File: src/rtl/ham_pkg.sv
// ham_pkg: shared definitions for the Hamming (7,4) link.
//   - tx_state_t     : serial transmitter states
//   - FRAME_BITS     : start + 7 code bits + stop
//   - CODE_W         : codeword width
//   - ham_encode()   : nibble -> codeword (c[k] is position k+1)
//   - ham_syndrome() : codeword -> 3-bit syndrome (0 = clean, n = position n flipped)
package ham_pkg;

    localparam int FRAME_BITS = 9;
    localparam int CODE_W     = 7;

    typedef enum logic [1:0] {
        IDLE,
        START,
        DATA,
        STOP
    } tx_state_t;

    // Layout: p1 p2 d0 p3 d1 d2 d3 at positions 1..7, even parity.
    function automatic logic [CODE_W-1:0] ham_encode(input logic [3:0] d);
        logic [CODE_W-1:0] c;
        c[0] = d[0] ^ d[1] ^ d[3];
        c[1] = d[0] ^ d[2] ^ d[3];
        c[2] = d[0];
        c[3] = d[1] ^ d[2] ^ d[3];
        c[4] = d[1];
        c[5] = d[2];
        c[6] = d[3];
        return c;
    endfunction

    // Each syndrome bit re-checks one parity group, so a single flipped
    // position n yields syndrome value n.
    function automatic logic [2:0] ham_syndrome(input logic [CODE_W-1:0] c);
        return {c[3] ^ c[4] ^ c[5] ^ c[6],
                c[1] ^ c[2] ^ c[5] ^ c[6],
                c[0] ^ c[2] ^ c[4] ^ c[6]};
    endfunction

endpackage

File: src/rtl/ham_encoder.sv
// ham_encoder: combinational Hamming (7,4) encoder.
//   i_data [3:0] : data nibble d[3:0]
//   o_code [6:0] : codeword, c[k] is position k+1
module ham_encoder
    import ham_pkg::*;
(
    input  logic [3:0]        i_data,
    output logic [CODE_W-1:0] o_code
);

    assign o_code = ham_encode(i_data);

endmodule

File: src/rtl/ham_serial_tx.sv
// ham_serial_tx: encodes a nibble into a Hamming (7,4) codeword and sends it
// as a 9-bit frame (start 0, c[0]..c[6], stop 1) on a single serial line.
// Optionally flips one codeword position to exercise the remote decoder.
//   clk, rst  : clock, synchronous active-high reset
//   in_data   : nibble to encode, sampled at accept
//   in_valid  : in_data valid
//   in_ready  : block idle and out of reset
//   inj_pos   : 0 = no error, n = flip position n; sampled at accept
//   code      : codeword of the last accepted nibble (with injected error)
//   tx        : serial line, idle high
//   busy      : frame in progress
//   done      : one-cycle pulse after the stop bit completes
module ham_serial_tx
    import ham_pkg::*;
#(
    parameter int BIT_CYCLES = 2700
) (
    input  logic              clk,
    input  logic              rst,
    input  logic [3:0]        in_data,
    input  logic              in_valid,
    output logic              in_ready,
    input  logic [2:0]        inj_pos,
    output logic [CODE_W-1:0] code,
    output logic              tx,
    output logic              busy,
    output logic              done
);

    localparam int              TW     = (BIT_CYCLES > 1) ? $clog2(BIT_CYCLES) : 1;
    localparam logic [TW-1:0]   RELOAD = TW'(BIT_CYCLES - 1);
    localparam logic [2:0]      LAST_BIT = 3'(CODE_W - 1);

    tx_state_t          r_state;
    tx_state_t          w_state_nxt;
    logic [TW-1:0]      r_timer;
    logic [2:0]         r_bit;
    logic [CODE_W-1:0]  r_shift;
    logic [CODE_W-1:0]  r_code;
    logic               r_tx;
    logic               r_done;

    logic [CODE_W-1:0]  w_enc;
    logic [CODE_W-1:0]  w_flip;
    logic [CODE_W-1:0]  w_cw;
    logic               w_accept;
    logic               w_tick;

    ham_encoder u_enc (
        .i_data (in_data),
        .o_code (w_enc)
    );

    // One-hot flip mask for the selected position; position 0 means none.
    assign w_flip   = (inj_pos == 3'd0) ? '0 : (CODE_W'(1) << (inj_pos - 3'd1));
    assign w_cw     = w_enc ^ w_flip;

    assign in_ready = (r_state == IDLE) && !rst;
    assign w_accept = in_valid && in_ready;
    assign w_tick   = (r_timer == '0);

    assign busy     = (r_state != IDLE);
    assign tx       = r_tx;
    assign done     = r_done;
    assign code     = r_code;

    always_comb begin
        w_state_nxt = r_state;
        case (r_state)
            IDLE:    if (w_accept)                   w_state_nxt = START;
            START:   if (w_tick)                     w_state_nxt = DATA;
            DATA:    if (w_tick && r_bit == LAST_BIT) w_state_nxt = STOP;
            STOP:    if (w_tick)                     w_state_nxt = IDLE;
            default:                                 w_state_nxt = IDLE;
        endcase
    end

    always_ff @(posedge clk) begin
        if (rst) begin
            r_state <= IDLE;
            r_timer <= '0;
            r_bit   <= '0;
            r_shift <= '0;
            r_code  <= '0;
            r_tx    <= 1'b1;
            r_done  <= 1'b0;
        end else begin
            r_state <= w_state_nxt;
            r_done  <= 1'b0;
            // Timer counts down inside a bit and reloads on every boundary.
            if (r_state != IDLE) r_timer <= w_tick ? RELOAD : r_timer - 1'b1;
            case (r_state)
                IDLE: begin
                    if (w_accept) begin
                        r_code  <= w_cw;
                        r_shift <= w_cw;
                        r_tx    <= 1'b0;   // start bit goes out right after accept
                        r_timer <= RELOAD;
                        r_bit   <= '0;
                    end
                end
                START: begin
                    if (w_tick) begin
                        r_tx    <= r_shift[0];
                        r_shift <= r_shift >> 1;
                    end
                end
                DATA: begin
                    // r_bit is the code bit currently on the line.
                    if (w_tick) begin
                        r_tx    <= (r_bit == LAST_BIT) ? 1'b1 : r_shift[0];
                        r_shift <= r_shift >> 1;
                        r_bit   <= r_bit + 3'd1;
                    end
                end
                STOP: begin
                    if (w_tick) begin
                        r_tx   <= 1'b1;
                        r_done <= 1'b1;
                    end
                end
                default: ;
            endcase
        end
    end

endmodule
File: config.mk
export PLATFORM = sky130hd
export DESIGN_NAME = ham_serial_tx
export DESIGN_NICKNAME = d
export VERILOG_FILES = /design/src/rtl/ham_pkg.sv /design/src/rtl/ham_encoder.sv /design/src/rtl/ham_serial_tx.sv
export SDC_FILE = /design/constraint.sdc
export NUM_CORES = 1
export LEC_CHECK = 0
export BUFFER_PORTS_ARGS = -buffer_cell sky130_fd_sc_hd__buf_2
export CAP_MARGIN = 40
export CORE_MARGIN = 2
export CORE_UTILIZATION = 53
export DETAILED_ROUTE_END_ITERATION = 7
export GPL_ROUTABILITY_DRIVEN = 0
export MAX_ROUTING_LAYER = met4
export PLACE_DENSITY = 0.76
export SETUP_SLACK_MARGIN = 0.2
export SLEW_MARGIN = 5
export SYNTH_ARGS = -nofsm -noshare
export SYNTH_HDL_FRONTEND = slang
export SYNTH_HIERARCHICAL = 1
export SYNTH_SLANG_ARGS = --single-unit
export TNS_END_PERCENT = 20
File: constraint.sdc
create_clock -name clk -period 2 [get_ports clk]
set_input_delay 0.2 -clock clk [delete_from_list [all_inputs] [get_ports clk]]
set_output_delay 0.2 -clock clk [all_outputs]
set_load 0.01 [all_outputs]
## After elaboration in Yosys (flattened, before gate mapping)

Cells that the tools add are included.

- Flip-flop bits (word level): 33

- Add/sub/neg operators: 3
- Eq/ne operators: 10
- Shift-type cells: 1
- Multiplexer cells: 23
- Bitwise operators: 8
- Reductions and logical operators: 17

Operators with widths:

| cell | count |
|---|---|
| $mux 12 | 4 |
| $mux 7 | 3 |
| $pmux 7 s2 | 1 |
| $logic_not 12->1 | 1 |
| $sub 12x1->12 const B | 1 |
| $ne 2x2->1 const B | 5 |
| $mux 2 | 4 |
| $pmux 2 s4 | 1 |
| $reduce_and 4->1 | 2 |
| $shl 1x3->7 const A | 1 |
| $xor 7x7->7 | 1 |
| $mux 1 | 6 |
| $mux 3 | 2 |
| $pmux 3 s2 | 1 |
| $reduce_and 3->1 | 2 |
| $reduce_bool 2->1 | 3 |
| $xor 1x1->1 | 6 |
| $eq 2x2->1 const B | 2 |
| $pmux 1 s4 | 1 |
| $reduce_or 2->1 | 2 |
| $add 3x1->3 const B | 1 |
| $eq 3x3->1 const B | 1 |
| $logic_and 1x1->1 | 3 |
| $logic_not 3->1 | 1 |
| other kinds (7) | 7 |

## Longest topological paths before layout

Gate-level depths: netlist (run 1).

- Depth in word-level cells: 6
- Depth in mapped cells: 7

## By module

Netlist (run 1), hierarchy kept.

Modules (own cells, without submodules):

| module | instances | cells an instance | area an instance (um2) | seq. area each (um2) |
|---|---|---|---|---|
| ham_serial_tx | 1 | 235 | 1913.1 | 660.6 |
| ham_encoder | 1 | 7 | 101.3 | 0.0 |

## Least setup slack after synthesis (run 1)

OpenSTA, ideal clock, no wires.

- Path type: reg2reg
- Start: reg r_timer[6]
- End: reg r_state[0]
- Library setup time: 0.072 ns
- Data arrival time: 2.033 ns
- Required time: 1.928 ns
- Path slack: -0.105 ns
- Cell stages (with the launch flop): 6
- Clock period less this slack: 2.105 ns
- Cell sequence: dfxtp_1 -> or4_1 -> buf_2 -> or4_4 -> a221oi_4 -> mux2i_1

- Word-level cells in the longest chain between the ends: 4
- Elaborated cells on any way between the ends: 6
- Those cells by class: eq/ne: 3; reduce/logical: 3

RTL lines:

| what | line | source |
|---|---|---|
| from (decl) | ham_serial_tx.sv:36 | `logic [TW-1:0] r_timer;` |
| from (signal assigned) | ham_serial_tx.sv:91 | `if (r_state != IDLE) r_timer <= w_tick ? RELOAD : r_timer - 1'b1;` |
| $logic_not 12->1 * | ham_serial_tx.sv:60 | `assign w_tick = (r_timer == '0);` |
| $logic_and 1x1->1 | ham_serial_tx.sv:72 | `DATA: if (w_tick && r_bit == LAST_BIT) w_state_nxt = STOP;` |
| $ne 2x2->1 (no line) | - |  |
| $reduce_and 4->1 (no line) * | - |  |
| to (signal assigned) | ham_serial_tx.sv:88 | `r_state <= w_state_nxt;` |
| to (decl) | ham_serial_tx.sv:34 | `tx_state_t r_state;` |

Mark *: on every way between the ends. The rest lies on a longest branch, timed or not.
A chain may end at the register's enable or synchronous reset.

## Final worst setup path (run 1)

- Start: reg r_timer[5]
- End: reg r_state[1]

The elaborated chain is that of the path after synthesis.

==> results of run 1 <==
state kept, by name, indices dropped and copies added (netlist names):
name	cells
code	7
tx	1
r_state	2
r_shift	7
done	1
r_bit	3
r_timer	12
power by group:
group	switching [mW]	leakage (nW)	internal (mW)
clock network	0.232	0.0443	0.273
logic	1.12	0.716	1.01
registers	0.152	0.272	0.871
stage by stage:
stage | instance area, um^2 | setup WS (ns) | setup TNS, ns | power [mW] | utilization
after detailed placement | 2280 | -0.0384 | -0.0583 | 2.99 | 0.622
final | 2420 | -0.0363 | -0.0564 | 3.65 | 0.661
after global placement | 2280 | 0.0270 | 0 | 2.98 | 0.622
after global routing | 2420 | -0.0867 | -0.159 | 3.92 | 0.661
after CTS | 2400 | -0.0382 | -0.0579 | 3.61 | 0.657
after floorplan | 2030 | -0.0190 | -0.0381 | 2.34 | -
worst register-to-register path: cells and delay by family, from the launching register on:
family | cells | cell delay (ns)
AO/OA/AOI/OAI | 1 | 0.33
flip-flops | 1 | 0.32
multiplexers | 1 | 0.23
AND/OR/NAND/NOR | 2 | 1.08
worst paths after layout:
path                endpoint  slack, ns  cells after the start
setup / recovery  r_state[1]      -0.04                      4
hold / removal    r_timer[8]       0.21                      2
setup reg to reg  r_state[1]      -0.04                      4
hold reg to reg           tx       0.46                      2
cell usage in the layout, fill, tap and decap left out, types with 2 or more instances in the layout:
master    instances
a21oi_1          14
a31o_1            2
a31oi_1           6
and3_1            2
buf_2            20
buf_4            24
clkbuf_8          6
dfxtp_1          30
dfxtp_2           3
ha_1              7
ha_4              2
inv_1            11
inv_2             4
mux2i_1          10
nand2_1          21
nand2b_1          9
nand3_1          10
nand3b_1          3
nor2_1           13
nor3_1            4
nor3b_1           3
nor4_1            4
o21ai_0          12
o21ai_1           7
o22ai_1           2
o31ai_1           3
or2_1             2
or3_1             2
or4_4             6
xnor2_1           5
xor2_1            7
xor3_1            3
layer usage:
layer	part of all wire	up-vias	global-route usage
li1	-	930	-
met1	0.44	880	0.301
met2	0.50	41	0.420
met3	0.039	9	0.0582
met4	0.021	0	0.0964
met5	0	-	-
cell families (layout without fill, tap and decap cells):
| kind of cell | count (synthesis) | in the layout | synth area share |
|---|---|---|---|
| AND/OR/NAND/NOR | 86 | 86 | 0.230 |
| multiplexers | 10 | 10 | 0.0497 |
| adder cells (fa/ha/maj) | 9 | 9 | 0.0559 |
| AO/OA/AOI/OAI | 57 | 57 | 0.181 |
| buffers and inverters | 32 | 66 | 0.0683 |
| XOR/XNOR | 15 | 15 | 0.0876 |
| flip-flops | 33 | 33 | 0.328 |
area by class of cell:
class | count | area, um^2
Clock buffer | 7 | 86.3
Fill cell | 319 | 1240
Inverter | 15 | 56.3
Sequential cell | 33 | 664
Tap cell | 48 | 60.1
Multi-Input combinational cell | 177 | 1270
Timing Repair Buffer | 44 | 280
repair_timing:
item / in CTS / in global routing
setup buffers: 0 / 1
setup endpoints to repair: 24 / 22
pin swaps: 5 / 1
gates resized for setup: 12 / 1
==> flow_summary.toml, run 1 <==
[run_status]
status = "complete, but fails checks"
violations = "setup timing"

[setup_path]
worstSetupEndpointType = "register"
worstPathMaxFanout = 2
cp_slowest_stage_delay_ns = 0.55
crit_chain = "or4_4 > or4_4 > a221oi_4 > mux2i_1"
critPathTopFamily = "simple AND/OR/NAND/NOR gates"
regToRegStartpoint = "r_timer[5]"
critPathLaunch = "r_timer[5]"
critical_path.most_common_cell = "or4_4"
cp.arrival_ns = 2.25
worst-path-buf-inv = 0
critPathSlowestCell = "or4_4"
startpoint_type = "register"
required_ns = 2.21
critPathKind = "register to register"

[synth]
async_flop_share = 0
syn-instance-count = 242
synthTopCellsByArea = "dfxtp_1, ha_1, mux2i_1, nand2_1, xor3_1"
yosysUniqueCellTypes = 46
syn_area_um2 = 2010
synth_common_cells = "dfxtp_1, nand2_1, a21oi_1"
syn_nets = 261
avgSynthCellArea_um2 = 8.32
yosysMostFrequentCell = "dfxtp_1"
synthFlopType = "dfxtp_1"
synth-edff-count = 0
synth_top_area_frac = 0.328
seq_area_frac_synth = 0.328
yosysWarnings = 6
ys_ff_latch = 33
synth_top_cell_by_area = "dfxtp_1"

[timing]
max_slew_margin = 0.733
slew_viol_final = 0
fin_crit_sh = 1.02
setup_viol = 2
fin_crit_ns = 2.04
finalHoldViolCount = 0
fin_hold_ws_ns = 0.213
fin_ws_ns = -0.0363
fmax_mhz = 491
rsz0062_at_grt = "true"
worst_pin_slew_ns = 0.400
fin_skew_ns = 0.00474

[clocking]
clkSinkCount = 33
cts_hold_buffers = 0
cts_tree = "built"
cts_buffers = 5
cts.htree.levels = 2
clockBufferDepth = 2
clk_latency_ns = 0.28
cts_root_buf = "clkbuf_8"
path_clk_slew_ns = 0.06

[floorplanning]
pin_count = 21
core_region_area_um2 = 3660
start_util = 0.550
num_rows = 22
die_width_um = 65.7
die_y_um = 65.7
dieArea_um2 = 4310

[route]
firstDrtPassIters = 4
avgRoutedWirePerCell_um = 14.5
wirelength_um = 4700
num_vias = 1860
viasPerCell = 5.74
detail-route-antenna-nets = 0
route.detailed.drc = 0
drt-initial-drc-count = 107

[run]
drv_cap = 0

[grt]
antenna_found_initial = 0
grt_pass1_wl_um = 8110
grt-ovfl-total = 0
grt_pass1_vias = 1717
grt_util_all_layers = 0.254
grt_max_degree = 16

[layout]
layout-drive-gt1-share = 0.250
nets = 295
antennaDiodeCount = 0
area_delta_synth_final_pct = 20.2
instances_no_fill = 324

[place]
portBuffers = 20
dp_hpwl_um = 3580
numPlacedInstances = 316

[power_and_ir_drop]
leakagePower_nw = 1.03
pwr_density_cell_nw_per_um2 = 1510
ir_drop_uv = 755

[min_path]
hp-start = "rst"
hold_path_class = "input port to register"
(Power assumes the default switching activity.)
==> inputs of run 2 (changes only) <==
Settings changed: CORE_MARGIN 2 to 3, CORE_UTILIZATION 53 to 45, PLACE_DENSITY 0.76 to 0.66.
==> run 2 against run 1 <==
Compared with the run above:
- the flow still finishes with violations (setup timing)
- final cell count stayed put
- routed wire length is 2.1% higher
- combinational power is 3% higher
- register-to-register slack better by 0.02 ns
- non-clock buffer count is 1 lower
- via count is 1.5% lower
- sequential share of layout area hardly changed
- sequential power hardly changed
- flip-flop and latch count stayed put
- clock power is 9.7% lower
- die area is 23% higher
- worst setup slack better by 0.022 ns
- critical endpoint is now r_state[0]
- largest cell class unchanged
==> flow_summary.toml, run 2 (synthesis gave the netlist of run 1 again) <==
[power_and_ir_drop]
pwr_density_cell_nw_per_um2 = 1510
p_sw_frac = 0.421
ir_drop_uv = 498
leakagePower_nw = 1.03
finalPower_mw = 3.67
clkPwrFrac = 0.124
p_comb_frac = 0.597
p_sw_mw = 1.54
sequentialPowerShare = 0.279
internal-power_mw = 2.12

[layout]
largest_reg_flops = 12
nets = 294
n_fill_cell = 408
antennaDiodeCount = 0
area_delta_synth_final_pct = 20.6
final_util = 0.586
layout-drive-gt1-share = 0.274
final_cell_mix = "dfxtp_1, buf_4, nand2_1, buf_2"
final_common_cell = "dfxtp_1"
regMostFlops = "r_timer"

[setup_path]
critical_path.most_common_cell = "or4_4"
cp.arrival_ns = 2.22
crit_chain = "or4_4 > or4_4 > a221oi_4 > mux2i_1"
worstSetupEndpointType = "register"
critPathCapture = "r_state[0]"
critPathSlowestCell = "or4_4"
rr_endpoint = "r_state[0]"
reg2reg_depth = 4
worstPathMaxFanout = 2
regToRegStartpoint = "r_timer[4]"
cp.depth = 4
cp_slowest_stage_delay_ns = 0.56
critPathLaunch = "r_timer[4]"
critPathKind = "register to register"
worst-path-buf-inv = 0
rrSetupSlack_ns = -0.01
required_ns = 2.21
critPathTopFamily = "simple AND/OR/NAND/NOR gates"
startpoint_type = "register"

[route]
firstDrtPassIters = 4
detail-route-antenna-nets = 0
wirelength_um = 4800
viasPerCell = 5.66
route.detailed.drc = 0
drt-initial-drc-count = 125
avgRoutedWirePerCell_um = 14.8
num_vias = 1833

[run_status]
status = "complete, but fails checks"
violations = "setup timing"

[clocking]
clkSinkCount = 33
clockBufferDepth = 2
path_clk_slew_ns = 0.06
cts.htree.levels = 2
cts_tree = "built"
cts_root_buf = "clkbuf_8"
clk_latency_ns = 0.28
cts_setup_buffers = 0
cts_buffers = 5

[grt]
grt-ovfl-total = 0
grt_util_all_layers = 0.197
grt_pass1_wl_um = 7890
antenna_found_initial = 0
grt_max_degree = 18
grt_pass1_vias = 1733

[place]
portBuffers = 20
dp_hpwl_um = 3520
post-place-ws_ns = -0.0352

[min_path]
hp-start = "in_data[3]"
hold_path_class = "input port to register"

[floorplanning]
num_rows = 23
dieArea_um2 = 5320
die_width_um = 72.9
start_util = 0.486
die_y_um = 72.9
pin_count = 21
core_region_area_um2 = 4140

[timing]
rsz0062_at_grt = "true"
max_slew_margin = 0.753
fin_crit_sh = 1.01
slew_viol_final = 0
fin_ws_ns = -0.0142
fin_crit_ns = 2.01
finalHoldViolCount = 0
setup_viol = 1
fmax_mhz = 496
worst_pin_slew_ns = 0.366
fin_skew_ns = 0.00433

[run]
drv_cap = 0
run 2: area by class of cell:
| class | instances | area [um^2] | area share |
|---|---|---|---|
| inverters | 15 | 56.3 | 0.0232 |
| repair buffers | 43 | 273 | 0.112 |
| flip-flops and latches | 33 | 666 | 0.274 |
| multi-input cells | 177 | 1300 | 0.535 |
| clock inverters | 1 | 5.00 | 0.00206 |
| clock buffers | 5 | 68.8 | 0.0283 |
| well taps | 50 | 62.6 | 0.0257 |
run 2: worst min-delay path, delay by kind of cell:
family	cells	cell delay (ns)
buf+inv	1	0.12
xor+xnor	1	0.10
compound gates	1	0.11
run 2: metrics by stage:
step           TNS (ns)  instances  hold WS (ns)  cell area, um^2
5_1_grt          -0.118        324         0.291             2430
3_5_place_dp    -0.0352        318         0.442             2280
4_1_cts         -0.0170        324         0.285             2400
6_report        -0.0142        324         0.283             2430
3_3_place_gp          0        318         0.442             2280
2_1_floorplan   -0.0381        242         0.428             2030
run 2: how the worst min path moves through the flow:
stage | end | slack, ns | cells past startpoint
4_1_cts | code[6] | 0.28 | 3
5_1_grt | code[6] | 0.29 | 3
6_report | code[6] | 0.28 | 3
3_3_place_gp | code[2] | 0.44 | 2
3_5_place_dp | tx | 0.44 | 2
2_1_floorplan | r_bit[1] | 0.43 | 3
run 2: metal layers:
layer  global-route usage  vias up  part of all wire
met5                    -        -                 0
met4               0.0738        0             0.019
met3               0.0455        9             0.040
met2                0.323       37              0.49
met1                0.236      867              0.45
li1                     -      920                 -
run 2: repair_timing:
item	CTS	global route
resized for setup	12	7
pin swaps	6	1
endpoints found under the setup margin	18	21
hold buffers	0	0
run 2: power by group through the flow:
stage / sequential (mW) / clock [mW] / combinational [mW]
global route: 1.05 / 0.502 / 2.39
finish: 1.02 / 0.456 / 2.19
detailed placement: 1.01 / 0 / 2.00
global placement: 1.01 / 0 / 1.99
CTS: 1.01 / 0.463 / 2.11
floorplan: 1.03 / 0 / 1.31
==> inputs of run 3 (changes only) <==
Settings changed: PLACE_DENSITY 0.66 to default.
Clock period 2 ns to 2.33 ns, I/O delays scaled along.
==> run 3 against run 2 <==
Compared with the run above:
- the run now ends clean
- via count decreased by 3.1%
- fmax decreased by 2.8%
- critical path depth unchanged
- total power decreased by 15%
- global-route usage decreased by 0.23 points
==> flow_summary.toml, run 3 (synthesis gave the netlist of run 1 again) <==
[setup_path]
startpoint_type = "register"
critPathKind = "register to register"
worstPathMaxFanout = 5
reg2reg_depth = 4
worstSetupEndpointType = "register"
required_ns = 2.54
cp.arrival_ns = 2.28

[route]
num_vias = 1776
viasPerCell = 5.67
avgRoutedWirePerCell_um = 15.2
detail-route-antenna-nets = 0
firstDrtPassIters = 4
route.detailed.drc = 0
wirelength_um = 4760
drt-initial-drc-count = 159

[timing]
worst_pin_slew_ns = 0.493
rsz0062_at_grt = "true"
fin_crit_sh = 0.889
fin_ws_ns = 0.259
fin_skew_ns = 0.00256
setup_viol = 0
slew_viol_final = 0
max_slew_margin = 0.672
finalHoldViolCount = 0
fmax_mhz = 483
fin_crit_ns = 2.07
fin_hold_ws_ns = 0.226
tns_ns = 0

[floorplanning]
die_y_um = 72.9
start_util = 0.486
num_rows = 23
core_region_area_um2 = 4140
pin_count = 21
die_width_um = 72.9
dieArea_um2 = 5320

[layout]
largest_reg_flops = 12
regArea_um2 = 663
antennaDiodeCount = 0
layout-drive-gt1-share = 0.183
final_cell_mix = "dfxtp_1, nand2_1, buf_2, a21oi_1"
n_fill_cell = 409
final_common_cell = "dfxtp_1"
regMostFlops = "r_timer"
multiInputGateArea_um2 = 1240
nets = 281
area_delta_synth_final_pct = 15.5

[min_path]
hold_path_class = "input port to register"
min_path_cells = 2

[place]
post-place-ws_ns = 0.231
portBuffers = 20
dp_hpwl_um = 3360

[grt]
busiest_layer = "met2"
grt_max_degree = 25
grt_use_met1 = 0.254
antenna_found_initial = 0
grt_util_all_layers = 0.195
use_met3 = 0.0413
met2_usage = 0.299
grt_pass1_wl_um = 7800
grt_pass1_vias = 1596
grt-ovfl-total = 0

[power_and_ir_drop]
leakagePower_nw = 0.982
ir_drop_uv = 652
pwr_density_cell_nw_per_um2 = 1340

[clocking]
cts_tree = "built"
cts.htree.levels = 2
clockBufferDepth = 2
path_clk_slew_ns = 0.07
clk_latency_ns = 0.29
clkSinkCount = 33
cts_buffers = 5
cts_root_buf = "clkbuf_8"

[run_status]
status = "finished clean"

[run]
drv_cap = 0
run 3: cell types whose count changed in the layout (fill, tap and decap cells not counted), sizes merged:
| cell | change |
|---|---|
| buf | -13 |
| bufinv | +2 |
run 3: layout make-up:
type / count / area share
Sequential cell: 33 / 0.285
Clock inverter: 3 / 0.0280
Inverter: 15 / 0.0242
Tap cell: 50 / 0.0269
Clock buffer: 5 / 0.0296
Timing Repair Buffer: 30 / 0.0753
Multi-Input combinational cell: 177 / 0.531
run 3: power breakdown:
part / switching, mW / internal [mW] / total (mW)
logic: 0.903 / 0.663 / 1.57
clock network: 0.225 / 0.425 / 0.650
registers: 0.149 / 0.746 / 0.895
run 3: what timing repair did:
action	in CTS	in global routing
setup buffers	2	0
hold endpoints to repair	0	0
setup endpoints to repair	1	7
hold buffers	0	0
resized for setup	2	3
pin swaps	3	1
run 3: final timing paths:
path              start         end  slack (ns)
max          r_timer[5]  r_state[1]        0.26
min                 rst  r_timer[9]        0.23
max reg2reg  r_timer[5]  r_state[1]        0.26
min reg2reg          tx          tx        0.46
run 3: critical path, cell delays in order (launching register included):
cell and delay, ns:
dfxtp_1 0.34, or4_4 0.54, or4_4 0.55, a221oi_4 0.33, mux2i_1 0.23
run 3: routing by layer:
layer | wire length (um) | up-vias
li1 | - | 905
met5 | 0 | -
met3 | 195 | 9
met2 | 2160 | 39
met1 | 2320 | 823
met4 | 79 | 0
run 3: stage by stage:
| step | total power [mW] | cells | area (um^2) | utilization |
|---|---|---|---|---|
| after floorplan | 1.96 | 242 | 2010 | - |
| after detailed placement | 2.36 | 303 | 2160 | 0.522 |
| after global routing | 3.33 | 313 | 2330 | 0.562 |
| after CTS | 3.09 | 313 | 2320 | 0.559 |
| final | 3.11 | 313 | 2330 | 0.562 |
| after global placement | 2.37 | 303 | 2160 | 0.522 |
